**config.mk**
```make
export PLATFORM = sky130hd
export DESIGN_NAME = mem_bus_arbiter
export DESIGN_NICKNAME = d
export VERILOG_FILES = /design/src/rtl/mem_bus_pkg.sv /design/src/rtl/mem_bus_arbiter_rr_pick.sv /design/src/rtl/mem_bus_arbiter.sv
export SDC_FILE = /design/constraint.sdc
export NUM_CORES = 1
export LEC_CHECK = 0
export BUFFER_PORTS_ARGS = -buffer_cell sky130_fd_sc_hd__buf_4
export CORE_AREA = 2 2 131 133
export CTS_BUF_LIST = sky130_fd_sc_hd__clkbuf_4
export DETAILED_ROUTE_END_ITERATION = 8
export DIE_AREA = 0 0 133 135
export PLACE_DENSITY = 0.75
export RECOVER_POWER = 100
export SLEW_MARGIN = 10
export SYNTH_ARGS = -nofsm -noshare
export SYNTH_HDL_FRONTEND = slang
export SYNTH_SLANG_ARGS = --single-unit
```
**constraint.sdc**
```tcl
create_clock -name clk -period 4.8 [get_ports clk]
set_input_delay 0.48 -clock clk [delete_from_list [all_inputs] [get_ports clk]]
set_output_delay 0.48 -clock clk [all_outputs]
set_load 0.05 [all_outputs]
```
**src/rtl/mem_bus_pkg.sv**
```systemverilog
// Shared types and defaults for the memory bus arbiter.
package mem_bus_pkg;

    typedef enum logic [1:0] {
        IDLE   = 2'd0,
        ACCESS = 2'd1,
        DONE   = 2'd2
    } state_t;

    localparam int DEF_NREQ    = 3;
    localparam int DEF_ADDR_W  = 32;
    localparam int DEF_DATA_W  = 32;
    localparam int DEF_TIMEOUT = 15;

    // Width able to hold 0..timeout-1; never narrower than one bit.
    function automatic int cnt_width(input int timeout);
        return (timeout > 1) ? $clog2(timeout) : 1;
    endfunction

    // Width of an index into n requesters; never narrower than one bit.
    function automatic int idx_width(input int n);
        return (n > 1) ? $clog2(n) : 1;
    endfunction

    localparam int DEF_CNT_W = cnt_width(DEF_TIMEOUT);

endpackage

```
**src/rtl/mem_bus_arbiter_rr_pick.sv**
```systemverilog
// Combinational round-robin selector: first set request after last_ptr, wrapping.
module rr_pick
    import mem_bus_pkg::*;
#(
    parameter int NREQ  = DEF_NREQ,
    parameter int PTR_W = idx_width(NREQ)
) (
    input  logic [NREQ-1:0]  req,
    input  logic [PTR_W-1:0] last_ptr,
    output logic [NREQ-1:0]  pick,
    output logic [PTR_W-1:0] pick_idx,
    output logic             valid
);

    int idx;

    // Scan last_ptr+1 .. last_ptr+NREQ so the previous owner is checked last.
    always_comb begin
        pick     = '0;
        pick_idx = '0;
        valid    = 1'b0;
        idx      = 0;
        for (int k = 1; k <= NREQ; k++) begin
            idx = (int'(last_ptr) + k) % NREQ;
            if (!valid && req[idx]) begin
                valid     = 1'b1;
                pick[idx] = 1'b1;
                pick_idx  = PTR_W'(idx);
            end
        end
    end

endmodule

```
**src/rtl/mem_bus_arbiter.sv**
```systemverilog
// Round-robin owner of the shared memory/peripheral bus with access timeout.
module mem_bus_arbiter
    import mem_bus_pkg::*;
#(
    parameter int NREQ    = DEF_NREQ,
    parameter int ADDR_W  = DEF_ADDR_W,
    parameter int DATA_W  = DEF_DATA_W,
    parameter int TIMEOUT = DEF_TIMEOUT
) (
    input  logic                   clk,
    input  logic                   rst,
    input  logic [NREQ-1:0]        req,
    input  logic [NREQ-1:0]        req_we,
    input  logic [NREQ*ADDR_W-1:0] req_addr,
    input  logic [NREQ*DATA_W-1:0] req_wdata,
    output logic [NREQ-1:0]        gnt,
    output logic [NREQ-1:0]        done,
    output logic [NREQ-1:0]        err,
    output logic [DATA_W-1:0]      rdata,
    output logic                   bus_cs,
    output logic                   bus_we,
    output logic [ADDR_W-1:0]      bus_addr,
    output logic [DATA_W-1:0]      bus_wdata,
    input  logic [DATA_W-1:0]      bus_rdata,
    input  logic                   bus_ready
);

    localparam int CNT_W = cnt_width(TIMEOUT);
    localparam int PTR_W = idx_width(NREQ);

    state_t             state;
    logic [PTR_W-1:0]   last_ptr;
    logic [PTR_W-1:0]   owner;
    logic [CNT_W-1:0]   cnt;

    logic [NREQ-1:0]    pick;
    logic [PTR_W-1:0]   pick_idx;
    logic               pick_valid;

    rr_pick #(
        .NREQ  (NREQ),
        .PTR_W (PTR_W)
    ) u_rr_pick (
        .req      (req),
        .last_ptr (last_ptr),
        .pick     (pick),
        .pick_idx (pick_idx),
        .valid    (pick_valid)
    );

    // Grant / access / complete sequencer; all outputs are registered here.
    always_ff @(posedge clk or posedge rst) begin
        if (rst) begin
            state     <= IDLE;
            last_ptr  <= PTR_W'(NREQ - 1);
            owner     <= '0;
            cnt       <= '0;
            gnt       <= '0;
            done      <= '0;
            err       <= '0;
            rdata     <= '0;
            bus_cs    <= 1'b0;
            bus_we    <= 1'b0;
            bus_addr  <= '0;
            bus_wdata <= '0;
        end else begin
            case (state)
                IDLE: begin
                    done <= '0;
                    err  <= '0;
                    if (pick_valid) begin
                        gnt       <= pick;
                        owner     <= pick_idx;
                        bus_we    <= req_we[pick_idx];
                        bus_addr  <= req_addr[int'(pick_idx)*ADDR_W +: ADDR_W];
                        bus_wdata <= req_wdata[int'(pick_idx)*DATA_W +: DATA_W];
                        bus_cs    <= 1'b1;
                        cnt       <= '0;
                        state     <= ACCESS;
                    end
                end
                ACCESS: begin
                    // Ready takes priority over a timeout landing in the same cycle.
                    if (bus_ready) begin
                        if (!bus_we) begin
                            rdata <= bus_rdata;
                        end
                        bus_cs <= 1'b0;
                        done   <= gnt;
                        state  <= DONE;
                    end else if (cnt == CNT_W'(TIMEOUT - 1)) begin
                        rdata  <= '0;
                        bus_cs <= 1'b0;
                        done   <= gnt;
                        err    <= gnt;
                        state  <= DONE;
                    end else begin
                        cnt <= cnt + CNT_W'(1);
                    end
                end
                DONE: begin
                    done     <= '0;
                    err      <= '0;
                    gnt      <= '0;
                    last_ptr <= owner;
                    state    <= IDLE;
                end
                default: begin
                    state <= IDLE;
                end
            endcase
        end
    end

endmodule

```
Word level (Yosys, flattened, before mapping) --
Cells that the tools add are included.
Word-level totals: register bits after elaboration 117, input bits 233, output and inout port bits 107, word-level logic and storage cells 108
Operators by class: $add $sub $neg 4, divide/modulo/power cells 3, $lt $le $gt $ge 7, equality and inequality tests 9, shifts and indexed selects 2, multiplexer cells 48, bitwise gates (word level) 2, reductions and logical operators 21
Operators with widths (count):
- indexed part select 96 x 8 -> 32 bit | 2
- greater-or-equal comparator 32 x 1 -> 1 bit, second input constant | 3
- less-than comparator 32 x 4 -> 1 bit, second input constant | 3
- modulo 32 x 3 -> 32 bit, second input constant | 3
- two-way mux 32 bit | 3
- two-way mux 3 bit | 7
- one-hot mux 3 bit (2 select lines) | 3
- two-way mux 1 bit | 16
- two-way mux 2 bit | 6
- two-way mux 4 bit | 3
- != test 2 bit, second input constant | 5
- AND reduction 3 bit | 3
- binary-select mux 1 bit (select 2 bit) | 4
- one-hot mux 4 bit (2 select lines) | 1
- AND reduction 2 bit | 4
- nonzero test 2 bit | 4
- adder 2 x 2 -> 3 bit, second input constant | 2
- demux 1 bit (select 2 bit) | 3
- bitwise OR 3 bit | 2
- logical AND 1 bit | 5
- adder 4 x 1 -> 4 bit, second input constant | 1
- == test 4 bit, second input constant | 1
- one-hot mux 2 bit (2 select lines) | 1
- AND reduction 4 bit | 1
- other kinds (9) | 10

Longest topological paths before layout --
depth in word-level cells 14, mapped depth 12, depth with buffers taken out 8

Hierarchy --
Synthesis repeated with hierarchy kept, for this count alone.
Second synthesis, totals: cells, all modules 607, area total of the unflattened synthesis 6364.9 µm²
By module, submodules not included:
- mem_bus_arbiter | times used 1, cells an instance 567, area an instance 6083.3 µm², sequential area each 2929.1 µm²
- rr_pick | times used 1, cells an instance 40, area an instance 281.5 µm², sequential area each 0.0 µm²

Worst setup path before layout --
OpenSTA, ideal clock, no wires.
path type register -> register, from register last_ptr[1], to register bus_we, library setup time 0.128 ns, arrival 2.046 ns, data required time 4.672 ns, slack 2.627 ns, cell stages (with the launch flop) 12, path buffers 3, clock period less this slack 2.173 ns, path through dfstp_2 -> inv_1 -> ha_1 -> buf_4 -> and2b_1 -> o21ai_0 -> o21a_1 -> and3_4 -> buf_6 -> buf_2 -> a22oi_1 -> o21ai_1
Between the ends: longest elaborated chain between the ends 14, elaborated cells between the ends (all ways) 28, those cells by class add/sub (3); div (3); mux (17); reduce/logical (5)
Ends and longest elaborated chain:
- start, declared | line mem_bus_arbiter.sv:32 | logic [PTR_W-1:0] last_ptr;
- start signal, assigned | line mem_bus_arbiter.sv:55 | last_ptr <= PTR_W'(NREQ - 1);
- start signal, assigned | line mem_bus_arbiter.sv:105 | last_ptr <= owner;
- adder 2 x 1 -> 3 bit | line mem_bus_arbiter_rr_pick.sv:24 | idx = (int'(last_ptr) + k) % NREQ;
- modulo 32 x 3 -> 32 bit | line mem_bus_arbiter_rr_pick.sv:24
- binary-select mux 1 bit (select 2 bit) | line mem_bus_arbiter_rr_pick.sv:25 | if (!valid && req[idx]) begin
- two-way mux 1 bit (implied by the code) (2 in series) | line mem_bus_arbiter_rr_pick.sv:25
- two-way mux 1 bit | line mem_bus_arbiter_rr_pick.sv:25
- logical NOT 1 bit | line mem_bus_arbiter_rr_pick.sv:25
- logical AND 1 bit | line mem_bus_arbiter_rr_pick.sv:25
- two-way mux 1 bit | line mem_bus_arbiter_rr_pick.sv:25
- logical NOT 1 bit | line mem_bus_arbiter_rr_pick.sv:25
- logical AND 1 bit | line mem_bus_arbiter_rr_pick.sv:25
- two-way mux 2 bit | line mem_bus_arbiter_rr_pick.sv:25
- binary-select mux 1 bit (select 2 bit) | line mem_bus_arbiter.sv:74 | bus_we <= req_we[pick_idx];
- two-way mux 1 bit (implied by the code) | line mem_bus_arbiter.sv:74
- end signal, assigned | line mem_bus_arbiter.sv:74
- end, declared | line mem_bus_arbiter.sv:21 | output logic bus_we,
Parallel ways exist; a longest one is shown, timed or not. The select of a mux whose other input is x is not followed. A chain may end at the register's enable or synchronous reset.

Worst setup path in the final report --
from register last_ptr[0], to register bus_wdata[4]
Between the ends: longest elaborated chain between the ends 13, elaborated cells between the ends (all ways) 27, those cells by class add/sub (3); div (3); shift (1); mux (15); reduce/logical (5)
Ends and longest elaborated chain:
- adder 2 x 1 -> 3 bit | line mem_bus_arbiter_rr_pick.sv:24
- modulo 32 x 3 -> 32 bit | line mem_bus_arbiter_rr_pick.sv:24
- binary-select mux 1 bit (select 2 bit) | line mem_bus_arbiter_rr_pick.sv:25
- two-way mux 1 bit (implied by the code) (2 in series) | line mem_bus_arbiter_rr_pick.sv:25
- two-way mux 1 bit | line mem_bus_arbiter_rr_pick.sv:25
- logical NOT 1 bit | line mem_bus_arbiter_rr_pick.sv:25
- logical AND 1 bit | line mem_bus_arbiter_rr_pick.sv:25
- two-way mux 1 bit | line mem_bus_arbiter_rr_pick.sv:25
- logical NOT 1 bit | line mem_bus_arbiter_rr_pick.sv:25
- logical AND 1 bit | line mem_bus_arbiter_rr_pick.sv:25
- two-way mux 2 bit or two-way mux 1 bit (tied branches) | line mem_bus_arbiter_rr_pick.sv:25
- indexed part select 96 x 8 -> 32 bit or AND reduction 2 bit (tied branches)
- end signal, assigned | line mem_bus_arbiter.sv:76 | bus_wdata <= req_wdata[int'(pick_idx)*DATA_W +: DATA_W];
- end, declared | line mem_bus_arbiter.sv:23 | output logic [DATA_W-1:0] bus_wdata,
Parallel ways exist; a longest one is shown, timed or not. The select of a mux whose other input is x is not followed.

==> out/qor.yml <==
post-dp-hpwl_mm: 14.8
n_fill_cell: 1604
finClkSkew_ns: 0.0178
num_io_pins: 340
synth_edf_count: 0
finalHoldViolCount: 0
slew_headroom_pct: -111
power_mw: 6.98
ys_seq_elements: 117
critPathKind: "register to register"
pwr_density_cell_nw_per_um2: 845
crit_path_end_kind: "register"
cts-hold-fix-buffers: 0
tightest_slew_ns: 3.16
grt_pass1_vias: 5499
grt_setup_unrepaired: "no"
core_area_sq_um: 16400
mappedNetlistNets: 808
viasPerCell: 5.03
min_path_type: "input pin to register"
drt_iter0_markers: 291
violations: "max-capacitance violations, max-slew violations"
final_core_util_pct: 50.3
worstSkewPairLatency_ns: 0.52
async_flop_share_pct: 100
cts-root-buf: "clkbuf_4"
path_cells: "inv_1, ha_1, mux2i_1, o21ai_2, o21ai_0, nand2_2, buf_4, mux2i_1, o21ai_0"
synthToLayoutAreaGrowth_pct: 39.8
fin_setup_tns_ns: 0
syn_area_sq_um: 5910
clockBufferDepth: 2
finalCritPeriodShare_pct: 79.5
startpoint_type: "register"
top_layer: "met4"
path_clk_slew_ns: 0.12
critPathSlowestCell: "nand2_2"
dieArea_sq_um: 18000
die_h_microns: 135
dr_wl_met3_mm: 1.19
met2WireLength_mm: 10.3
io_buffer_count: 339
grt_pass1_wl_mm: 30.4
dr.pass1.iters: 4
postPlaceCellArea_sq_um: 8440
cp_num_buf_inv: 2
start_util_pct: 36.0
ys.flop_type: "dfrtp_1"
synth.distinct_cells: 45
die_w_microns: 133
design_area_sq_um: 8260
final_max_slew_viol_count: 238
globalRouteTotalUtil_pct: 21.8
rows: 47
ant_nets: 0
clock-sinks: 117
arrival_ns: 4.19
cts_tree: "yes"
syn_inst: 569
multi_input_area_sq_um: 2590
seqCellArea_sq_um: 2930
nets: 1126
status: "complete, but fails checks"
path_delay_family: "simple AND/OR/NAND/NOR gates"
drive_gt1_share_pct: 30.9
cts_inserted_buffers: 17
place_congestion: 0.846
wl_met1_mm: 8.13
setup_viol: 0
ir_drop_mv: 0.567
yosys_warnings: 0
antenna_found_initial: 1
timing.fmax_mhz: 262
syn_avg_cell_area_sq_um: 10.4
htreeDepth: 4
netlist_top_cells_area: "dfrtp_1 49%, mux2i_1 12%, a22oi_1 8.5%, nand2_1 5.2%, o21ai_0 5.0%"
period_needed_ns: 3.81
slowest_delay_ns: 1.23
drt_wl_total_mm: 20.0
synth_top_area_share_pct: 49.1
cts_setup_buffers: 0
grt_overflow: 0
grt_max_degree: 74
synth-seq-area-share_pct: 49.6
via_count: 5640
cp_max_fo: 53
cp.required_ns: 5.17
ctsResizeCount: 0
wire_per_inst_microns: 17.8
drv_cap: 4
p_leak_nw: 4.02
yosys.area.top_type: "dfrtp_1"
drc: 0
layer usage:
layer	GRT usage (%)	up-vias
met2	36.8	211
met1	27.8	2708
met5	0	-
li1	-	2698
met4	6.93	0
met3	5.29	23
path summary, 6_finish.rpt:
path	slack (ns)	cells past startpoint	to	from
setup reg to reg	0.99	9	bus_wdata[4]$_DFFE_PP0P_	last_ptr[0]$_DFFE_PP0P_
max in group asynchronous	1.81	3	bus_addr[7]$_DFFE_PP0P_	rst
min in group asynchronous	1.19	3	rdata[23]$_DFFE_PP0P_	rst
hold / removal	0.19	3	bus_wdata[11]$_DFFE_PP0P_	req_wdata[75]
setup / recovery	0.99	9	bus_wdata[4]$_DFFE_PP0P_	last_ptr[0]$_DFFE_PP0P_
hold reg to reg	0.49	2	rdata[2]$_DFFE_PP0P_	rdata[2]$_DFFE_PP0P_
final cells by class:
cell class / count / area share [%]
clock buffers: 17 / 1.54
flip-flops and latches: 117 / 35.5
repair buffers: 345 / 26.4
well taps: 220 / 3.33
inverters: 6 / 0.288
diodes: 1 / 0.0303
clock inverters: 15 / 1.62
multi-input cells: 400 / 31.4
power by group:
| group | internal (mW) | switching (mW) | leakage [nW] |
|---|---|---|---|
| Clock | 0.258 | 0.411 | 0.128 |
| Sequential | 1.46 | 0.292 | 1.48 |
| Combinational | 1.37 | 3.19 | 2.42 |
logic make-up after synthesis:
group | count (synthesis) | share of synthesized area (%)
adder cells (fa/ha/maj) | 6 | 1.27
buffers and inverters | 52 | 6.20
multiplexers | 73 | 12.4
flip-flops | 117 | 49.6
AO/OA/AOI/OAI | 205 | 21.5
AND/OR/NAND/NOR | 114 | 8.73
XOR/XNOR | 2 | 0.297
synthesized netlist by cell type, drive strengths merged, types with 3 or more instances:
master  number
a21o         4
a21oi       10
a22oi       67
buf         32
clkbuf      14
dfrtp      116
ha           6
inv          6
mux2i       71
nand2       84
nand2b       6
nand3        5
nand3b       3
nor2         4
nor2b        5
o21ai      112
through the flow:
step / hold slack, ns / setup WS (ns) / std cells
after floorplan: 0.446 / 1.22 / 569
after global placement: 0.461 / 1.66 / 1088
after detailed placement: 0.470 / 1.57 / 1088
after CTS: 0.135 / 1.56 / 1120
after global routing: 0.137 / 0.671 / 1121
final: 0.194 / 0.986 / 1121
cells in the final DEF (no fill, tap or decap), drive strengths merged:
cell type | synthesis | final
nor3b | 2 | 2
nand3 | 5 | 5
a211oi | 1 | 1
a2bb2oi | 1 | 1
dfrtp | 116 | 116
buf | 32 | 234
o21a | 1 | 1
clkinvlp | 0 | 6
nor2b | 5 | 5
mux2i | 71 | 71
nand2 | 84 | 84
a211o | 1 | 1
nand3b | 3 | 3
mux2 | 2 | 2
a32o | 1 | 1
clkbuf | 14 | 128
and2b | 2 | 2
inv | 6 | 7
ha | 6 | 6
o21bai | 1 | 1
nor2 | 4 | 4
xnor2 | 2 | 2
bufinv | 0 | 1
and3 | 2 | 2
nand2b | 6 | 6
dfstp | 1 | 1
o31ai | 1 | 1
a21o | 4 | 4
a31oi | 1 | 1
a22oi | 67 | 67
a32oi | 1 | 1
nand4 | 1 | 1
o21ai | 112 | 112
o211ai | 1 | 1
a22o | 2 | 2
clkinv | 0 | 7
a21oi | 10 | 10
diode | 0 | 1
state kept, by name (all words and copies together) (netlist names), 2 cells and up:
register / flops
bus_addr: 32
bus_wdata: 32
cnt: 4
done: 3
err: 3
gnt: 3
last_ptr: 2
owner: 2
rdata: 32
state: 2
worst min-delay path, stage by stage:
cell and delay, ns:
buf_4 0.08, a22oi_1 0.06, o21ai_0 0.07
(Power assumes the default switching activity.)
